[src/rtl/reg_acc_pkg.sv]
// Shared types and constants for the register-access initiator.
package reg_acc_pkg;

    // Frame field widths: every frame byte is 8 bits, address/data fields fit inside one byte.
    localparam int FRAME_BYTE_W = 8;
    localparam int ADDR_W_MAX   = 8;
    localparam int DATA_W_MAX   = 8;

    // Default opcode and response byte values.
    localparam logic [FRAME_BYTE_W-1:0] OP_RD_DEF    = 8'h5A;
    localparam logic [FRAME_BYTE_W-1:0] OP_WR_DEF    = 8'hA5;
    localparam logic [FRAME_BYTE_W-1:0] ACK_BYTE_DEF = 8'hAC;
    localparam logic [FRAME_BYTE_W-1:0] ERR_BYTE_DEF = 8'hEE;

    // Fixed state encodings, kept stable so older logic-analyser decodes still match.
    localparam logic [2:0] ST_IDLE   = 3'd0;
    localparam logic [2:0] ST_ADDR   = 3'd1;
    localparam logic [2:0] ST_WDATA  = 3'd2;
    localparam logic [2:0] ST_ACCESS = 3'd3;
    localparam logic [2:0] ST_RESP   = 3'd4;

    typedef enum logic [2:0] {
        IDLE   = ST_IDLE,
        ADDR   = ST_ADDR,
        WDATA  = ST_WDATA,
        ACCESS = ST_ACCESS,
        RESP   = ST_RESP
    } acc_state_t;

endpackage

[src/rtl/reg_acc_ctrl_to_cnt.sv]
// Inter-byte timeout counter: expires after TO_CYC enabled cycles without a clear.
module acc_to_cnt #(
    parameter int TO_CYC = 1024
) (
    input  logic i_clk,
    input  logic i_rst_n,
    input  logic i_clr,
    input  logic i_en,
    output logic o_expired
);

    localparam int CW = (TO_CYC > 1) ? $clog2(TO_CYC) : 1;
    localparam logic [CW-1:0] CNT_LAST = CW'(TO_CYC - 1);

    logic [CW-1:0] cnt;

    // Count enabled idle cycles; any clear or leaving the waiting states restarts from zero.
    always_ff @(posedge i_clk or negedge i_rst_n) begin
        if (!i_rst_n) begin
            cnt <= '0;
        end else if (i_clr || !i_en) begin
            cnt <= '0;
        end else if (cnt != CNT_LAST) begin
            cnt <= cnt + CW'(1);
        end
    end

    // A clear in the terminal cycle (a byte arriving just in time) suppresses expiry.
    assign o_expired = i_en && !i_clr && (cnt == CNT_LAST);

endmodule

[src/rtl/reg_acc_ctrl.sv]
// Register-access initiator: decodes read/write byte frames, strobes the register
// bank for one cycle and returns one response byte per frame.
module reg_acc_ctrl
    import reg_acc_pkg::*;
#(
    parameter int                       AW       = 8,
    parameter int                       DW       = 8,
    parameter int                       TO_CYC   = 1024,
    parameter logic [FRAME_BYTE_W-1:0]  OP_RD    = OP_RD_DEF,
    parameter logic [FRAME_BYTE_W-1:0]  OP_WR    = OP_WR_DEF,
    parameter logic [FRAME_BYTE_W-1:0]  ACK_BYTE = ACK_BYTE_DEF,
    parameter logic [FRAME_BYTE_W-1:0]  ERR_BYTE = ERR_BYTE_DEF
) (
    input  logic                     i_clk,
    input  logic                     i_rst_n,
    input  logic                     i_cmd_vld,
    input  logic [FRAME_BYTE_W-1:0]  i_cmd_data,
    output logic                     o_cmd_rdy,
    output logic                     o_rsp_vld,
    output logic [FRAME_BYTE_W-1:0]  o_rsp_data,
    input  logic                     i_rsp_rdy,
    output logic                     o_ren,
    output logic                     o_wen,
    output logic [AW-1:0]            o_addr,
    output logic [DW-1:0]            o_wdata,
    input  logic [DW-1:0]            i_rdata,
    output logic                     o_err_to
);

    acc_state_t state;
    acc_state_t state_nx;
    logic       rd_flag;
    logic       rd_nx;
    logic       cmd_acc;
    logic       rsp_hs;
    logic       op_illegal;
    logic       to_en;
    logic       to_exp;

    // Read data narrower than a byte is returned with zero upper bits.
    function automatic logic [FRAME_BYTE_W-1:0] zext_rdata(input logic [DW-1:0] d);
        logic [FRAME_BYTE_W-1:0] r;
        r         = '0;
        r[DW-1:0] = d;
        return r;
    endfunction

    assign cmd_acc    = i_cmd_vld && o_cmd_rdy;
    assign rsp_hs     = o_rsp_vld && i_rsp_rdy;
    assign op_illegal = (i_cmd_data != OP_RD) && (i_cmd_data != OP_WR);
    assign to_en      = (state == ADDR) || (state == WDATA);

    // The counter is zero on entry to ADDR/WDATA because it is held clear everywhere else.
    acc_to_cnt #(
        .TO_CYC (TO_CYC)
    ) u_to_cnt (
        .i_clk     (i_clk),
        .i_rst_n   (i_rst_n),
        .i_clr     (cmd_acc),
        .i_en      (to_en),
        .o_expired (to_exp)
    );

    // Next-state and read/write flag decode for the frame parser.
    always_comb begin
        state_nx = state;
        rd_nx    = rd_flag;
        case (state)
            IDLE: begin
                if (cmd_acc) begin
                    if (i_cmd_data == OP_RD) begin
                        state_nx = ADDR;
                        rd_nx    = 1'b1;
                    end else if (i_cmd_data == OP_WR) begin
                        state_nx = ADDR;
                        rd_nx    = 1'b0;
                    end else begin
                        state_nx = RESP;
                    end
                end
            end
            ADDR: begin
                if (cmd_acc) begin
                    state_nx = rd_flag ? ACCESS : WDATA;
                end else if (to_exp) begin
                    state_nx = IDLE;
                end
            end
            WDATA: begin
                if (cmd_acc) begin
                    state_nx = ACCESS;
                end else if (to_exp) begin
                    state_nx = IDLE;
                end
            end
            ACCESS: begin
                state_nx = RESP;
            end
            RESP: begin
                if (rsp_hs) begin
                    state_nx = IDLE;
                end
            end
            default: begin
                state_nx = IDLE;
            end
        endcase
    end

    // Control registers: state plus every handshake/strobe output derived from the next state.
    always_ff @(posedge i_clk or negedge i_rst_n) begin
        if (!i_rst_n) begin
            state     <= IDLE;
            rd_flag   <= 1'b0;
            o_cmd_rdy <= 1'b0;
            o_rsp_vld <= 1'b0;
            o_ren     <= 1'b0;
            o_wen     <= 1'b0;
            o_err_to  <= 1'b0;
        end else begin
            state     <= state_nx;
            rd_flag   <= rd_nx;
            o_cmd_rdy <= (state_nx == IDLE) || (state_nx == ADDR) || (state_nx == WDATA);
            o_rsp_vld <= (state_nx == RESP);
            o_ren     <= (state_nx == ACCESS) && rd_nx;
            o_wen     <= (state_nx == ACCESS) && !rd_nx;
            o_err_to  <= to_exp;
        end
    end

    // Address/data capture and response byte; all hold their value outside their load cycle.
    always_ff @(posedge i_clk or negedge i_rst_n) begin
        if (!i_rst_n) begin
            o_addr     <= '0;
            o_wdata    <= '0;
            o_rsp_data <= '0;
        end else begin
            if ((state == ADDR) && cmd_acc) begin
                o_addr <= i_cmd_data[AW-1:0];
            end
            if ((state == WDATA) && cmd_acc) begin
                o_wdata <= i_cmd_data[DW-1:0];
            end
            if ((state == IDLE) && cmd_acc && op_illegal) begin
                o_rsp_data <= ERR_BYTE;
            end else if (state == ACCESS) begin
                o_rsp_data <= rd_flag ? zext_rdata(i_rdata) : ACK_BYTE;
            end
        end
    end

endmodule
[config.mk]
export PLATFORM = sky130hd
export DESIGN_NAME = reg_acc_ctrl
export DESIGN_NICKNAME = d
export VERILOG_FILES = /design/src/rtl/reg_acc_pkg.sv /design/src/rtl/reg_acc_ctrl_to_cnt.sv /design/src/rtl/reg_acc_ctrl.sv
export SDC_FILE = /design/constraint.sdc
export NUM_CORES = 1
export LEC_CHECK = 0
export ABC_AREA = 1
export CORE_MARGIN = 2
export CORE_UTILIZATION = 35
export CTS_BUF_LIST = sky130_fd_sc_hd__clkbuf_4
export DETAILED_ROUTE_END_ITERATION = 10
export GPL_TIMING_DRIVEN = 0
export HOLD_SLACK_MARGIN = 0.08
export PLACE_DENSITY = 0.61
export SYNTH_ARGS = -nofsm -noshare
export SYNTH_HDL_FRONTEND = slang
export SYNTH_SLANG_ARGS = --single-unit
[constraint.sdc]
create_clock -name i_clk -period 1.9 [get_ports i_clk]
set_input_delay 0.285 -clock i_clk [delete_from_list [all_inputs] [get_ports i_clk]]
set_output_delay 0.285 -clock i_clk [all_outputs]
set_load 0.01 [all_outputs]
**Word level (Yosys, flattened, before mapping)**

Cells that the tools add are included.

- Bits in read-only memories: 0
- Memories kept: 0
- Latch bits: 0
- Bits of input ports: 20
- Output and inout bits: 29
- RAM bits: 0
- Logic and storage cells: 66
- Register bits after elaboration: 43

- Mux-type cells: 18
- Multiply operators: 0
- Order comparisons: 0
- Div/mod/pow operators: 0
- Bitwise operators: 0
- Add/subtract/negate cells: 1
- Shift operators: 0
- Equality and inequality tests: 14
- Reduce and logical (&&, ||, !) cells: 22

Operator list:

| kind | number |
|---|---|
| 8-bit two-way mux | 3 |
| 3-bit two-way mux | 7 |
| 10-bit two-way mux | 2 |
| 3-bit one-hot mux with 5 select lines | 1 |
| 3-bit by 2-bit equality test with 1-bit output (second input constant) | 4 |
| 1-bit logical AND | 11 |
| 10-bit by 1-bit adder with 10-bit output (second input constant) | 1 |
| 10-bit equality test (second input constant) | 1 |
| 10-bit != test (second input constant) | 1 |
| 8-bit by 7-bit equality test with 1-bit output (second input constant) | 1 |
| 8-bit equality test (second input constant) | 1 |
| 8-bit by 7-bit != test with 1-bit output (second input constant) | 1 |
| 8-bit != test (second input constant) | 1 |
| 3-bit by 1-bit equality test with 1-bit output (second input constant) | 2 |
| 3-bit equality test (second input constant) | 2 |
| 3-bit logical NOT | 2 |
| 1-bit two-way mux | 5 |
| 1-bit logical OR | 4 |
| 2-bit nonzero test | 2 |
| 1-bit logical NOT | 3 |

**Depth between registers and ports, before layout**

- Word-level depth: 10
- Gate-level depth with buffers: 10
- Gate-level depth less buffers: 10

**Hierarchy**

From an unflattened synthesis, not the netlist that was laid out.

- Cells, all modules: 235
- Area total of the unflattened synthesis: 2029.4 µm²

Modules (own cells, without submodules):

| module | instances | area each (µm²) | cells each | seq. area each (µm²) |
|---|---|---|---|---|
| reg_acc_ctrl | 1 | 1451.4 | 159 | 825.8 |
| acc_to_cnt | 1 | 578.1 | 76 | 250.2 |

**Worst setup path after synthesis**

No wires, ideal clock.

- Path type: flip-flop to flip-flop
- Start: register u_to_cnt.cnt[0]
- End: register o_cmd_rdy
- Data arrival time: 1318 ps
- Path slack: 517 ps
- Required time: 1835 ps
- Setup time: 65 ps
- Stages on the path, launching flop included: 9
- Period minus slack after synthesis: 1383 ps
- Path buffers: 0
- Cell sequence: dfrtp_1 ha_1 nand2_2 nor2_4 nand3_4 nor2_8 nor2_2 or2_1 nand2_1

- Cells in the longest elaborated chain, start to end: 8
- Elaborated cells between the ends (all ways): 11
- Those cells by class: eq/ne (3); mux (4); reduce/logical (4)

Ends and longest elaborated chain:

| what | RTL line | source |
|---|---|---|
| from (decl) | reg_acc_ctrl_to_cnt.sv:15 | `logic [CW-1:0] cnt;` |
| from (signal assigned) | reg_acc_ctrl_to_cnt.sv:24 | `cnt <= cnt + CW'(1);` |
| 10-bit equality test * | reg_acc_ctrl_to_cnt.sv:29 | `assign o_expired = i_en && !i_clr && (cnt == CNT_LAST);` |
| 1-bit logical AND * | reg_acc_ctrl_to_cnt.sv:29 |  |
| net to_exp | reg_acc_ctrl.sv:38 | `logic to_exp;` |
| 3-bit two-way mux * | reg_acc_ctrl.sv:85, reg_acc_ctrl.sv:92 |  |
| 3-bit two-way mux, on equally long branches | reg_acc_ctrl.sv:90, reg_acc_ctrl.sv:83 |  |
| 3-bit one-hot mux with 5 select lines * | reg_acc_ctrl.sv:68 | `case (state)` |
| net state_nx[1] | reg_acc_ctrl.sv:31 | `acc_state_t state_nx;` |
| 3-bit by 1-bit equality test with 1-bit output or 3-bit logical NOT (tied branches) | reg_acc_ctrl.sv:123 | `o_cmd_rdy <= (state_nx == IDLE) \|\| (state_nx == ADDR) \|\| (state_nx == WDATA);` |
| 1-bit logical OR | reg_acc_ctrl.sv:123 |  |
| 1-bit logical OR * | reg_acc_ctrl.sv:123 |  |
| to (signal assigned) | reg_acc_ctrl.sv:123 |  |
| to (decl) | reg_acc_ctrl.sv:18 | `output logic o_cmd_rdy,` |

Mark *: on every way through the listed nets, which the timed path passes. The rest lies on a longest branch.
A chain may end at the register's enable or synchronous reset.

**Worst setup path in the final report**

- Start: input i_cmd_vld
- End: register o_addr[1]

- Cells in the longest elaborated chain, start to end: 2

Ends and longest elaborated chain:

| what | RTL line | source |
|---|---|---|
| from (decl) | reg_acc_ctrl.sv:16 | `input logic i_cmd_vld,` |
| 1-bit logical AND | reg_acc_ctrl.sv:48 | `assign cmd_acc = i_cmd_vld && o_cmd_rdy;` |
| 1-bit logical AND | reg_acc_ctrl.sv:138 | `if ((state == ADDR) && cmd_acc) begin` |
| to (signal assigned) | reg_acc_ctrl.sv:139 | `o_addr <= i_cmd_data[AW-1:0];` |
| to (decl) | reg_acc_ctrl.sv:24 | `output logic [AW-1:0] o_addr,` |

Every way passes these cells.

==> results.toml <==
[cts]
cts_buffers = 5
path_clk_slew_ns = 0.12
cts_buffer_depth = 2
h-tree-depth = 2
clock_latency_ns = 0.35
cts.repair.resized = 0
cts_tree = "built"
root_buffer = "clkbuf_4"
cts.sinks = 43

[cells_and_area]
nNetsFinal = 306
fillers = 545
stdcell_count = 357
diodes = 0
area_delta_synth_final_pct = 34.3
fin_util = 0.483
layout-drive-gt1-share = 0.0772

[synth]
synth_warnings = 0
synthTopCellsByArea = "dfrtp_1 55%, nand2_1 10%, o21ai_0 7.9%"
synth_top_area_cell = "dfrtp_1"
synth_area_mm2 = 0.00196
yosysSeqAreaShare = 0.550
synth_area_per_cell_um2 = 8.58
ys.flop_type = "dfrtp_1"
synth_nets = 249
synth_common_cells = "53 x nand2_1, 43 x dfrtp_1, 31 x inv_1, 31 x o21ai_0, 21 x nor2_1"
synth_edf_count = 0
ys_types = 23
async_reset_ff_frac = 1.00
syn_inst = 228
netlist.area_leader.share = 0.550
yosys_register_bits = 43
synth.most_common_cell = "nand2_1"

[global_route]
grt_pass1_vias = 1613
grt_pass1_wl_um = 7460
use_met1 = 0.197
grt_max_degree = 40
grt_usage = 0.152
grt-ovfl-total = 0
antenna_found_initial = 0
grt_use_met2 = 0.246
top_usage_layer = "met2"
grt_util_met3 = 0.0455

[power]
powerDensity_mw_per_mm2 = 1040
leakagePower_nw = 1.28
ir_worst_vdd_uv = 501

[sta]
grt_setup_unrepaired = "false"
fin_crit_sh = 0.855
period_minus_slack_ns = 1.62
setup_violations = 0
finalHoldViolations = 0
slew_headroom = 0.737
drv_slew = 0
whs_ns = 0.276
max_freq_mhz = 616
skew_ns = 0.0148
finalWorstSetupSlack_ns = 0.275
tightestPinTransition_ns = 0.395

[place]
dp_slack_ns = -0.0959
globalplace.congestion = 0.772
dp_cells = 349
numPortBuffers = 48
place_hpwl_um = 3150

[floorplan]
rows = 27
ios = 49
start_util = 0.360
die_w_um = 78.8
dieArea_mm2 = 0.00620
core_area_mm2 = 0.00544
die_h_um = 78.8

[run_status]
status = "finished, final reports clean"

[drt]
vias = 1657
wl_per_cell_um = 11.9
via_per_inst = 4.64
drt_wl_total_um = 4260
drc_errors = 0
first_pass_iters = 4
drtAntennaViolNets = 0
drt_first_iter_violations = 59

[setup_path]
r2r-start = "o_cmd_rdy"
start_kind = "input port"
reg2reg_to = "o_addr[1]"
cp.required_ns = 2.16
cp_data_arrival_time_ns = 1.88
critPathMaxFanout = 10
end_kind = "flop"
rr_worst_depth = 5
critical_path_class = "input port to flop"
reg2reg_setup_slack_ns = 0.31

[flow_run]
drv_cap = 0

[min_path]
hold_class = "input port to asynchronous set/reset pin"
[cells by family after synthesis]
logic type,Yosys count,synth area share
and+or+nand+nor,109,0.266
buffers and inverters,33,0.0633
AOI/OAI and AO/OA,40,0.105
xor gates and xnor gates,2,0.00896
DFF,43,0.550
adders and majority gates,1,0.00640
[cells in the final DEF, fill, tap and decap left out, types with 2 or more instances in the layout]
master / count
clkbuf_1: 2
nand2_2: 4
clkdlybuf4s50_1: 47
o21ai_0: 31
nor2_1: 21
dfrtp_1: 43
nor3_1: 3
a31oi_1: 3
inv_1: 31
nand3_1: 13
xor2_1: 2
nor2_4: 2
clkbuf_4: 6
a21oi_1: 5
nand4_1: 5
nor2_2: 2
nand2_1: 53
[what timing repair did]
action / 4_1_cts / 5_1_grt
setup buffers: 0 / 0
endpoints found under the hold margin: 43 / 0
hold buffers: 1 / 0
[state kept, by name (all words and copies together), names as in the netlist]
register,count
o_addr,8
o_cmd_rdy,1
o_err_to,1
o_ren,1
o_rsp_data,8
o_rsp_vld,1
o_wdata,8
o_wen,1
rd_flag,1
state,3
u_to_cnt.cnt,10
[worst max-delay path: stages]
cell and delay, ns:
clkdlybuf4s50_1 0.47, nand2_2 0.11, inv_1 0.16, nand4_1 0.30, clkbuf_1 0.31, o21ai_0 0.24
[layer usage]
metal,vias to the layer above,part of all wire
met4,0,0.013
li1,846,-
met5,-,0
met2,29,0.47
met3,6,0.050
met1,776,0.47
[layout make-up]
cell class                      count  area (µm²)  area share
Sequential cell                    43        1080       0.410
Multi-Input combinational cell    152         756       0.288
Timing Repair Buffer               50         505       0.192
Inverter                           31         116      0.0443
Tap cell                           72        90.1      0.0343
Clock buffer                        6        45.0      0.0172
Clock inverter                      1        30.0      0.0114
Buffer                              2        7.51     0.00286
[through the flow]
| stage | area (µm²) | TNS, ns | power [mW] |
|---|---|---|---|
| after floorplan | 1960 | 0 | 1.69 |
| after global placement | 2530 | -28.07 | 2.16 |
| after detailed placement | 2540 | -0.896 | 2.18 |
| after CTS | 2630 | 0 | 2.76 |
| after global routing | 2630 | 0 | 2.92 |
| final | 2630 | 0 | 2.73 |
[worst max-delay path by stage]
stage | startpoint | to | slack [ns] | cells after the start
5_1_grt | o_cmd_rdy | o_wdata[5] | 0.10 | 5
3_3_place_gp | i_rst_n | o_rsp_data[0] | -0.64 | 1
3_5_place_dp | i_cmd_vld | o_addr[1] | -0.1 | 6
2_1_floorplan | u_to_cnt.cnt[0] | o_cmd_rdy | 0.52 | 8
4_1_cts | i_cmd_vld | o_addr[1] | 0.28 | 6
6_report | i_cmd_vld | o_addr[1] | 0.28 | 6
[report_power, final]
part / total (mW) / switching (mW) / leakage, nW / internal, mW
Combinational: 0.929 / 0.470 / 0.691 / 0.459
Clock: 0.572 / 0.286 / 0.0417 / 0.286
Sequential: 1.23 / 0.122 / 0.543 / 1.10
Note: power is estimated with default switching activity, not from simulation.
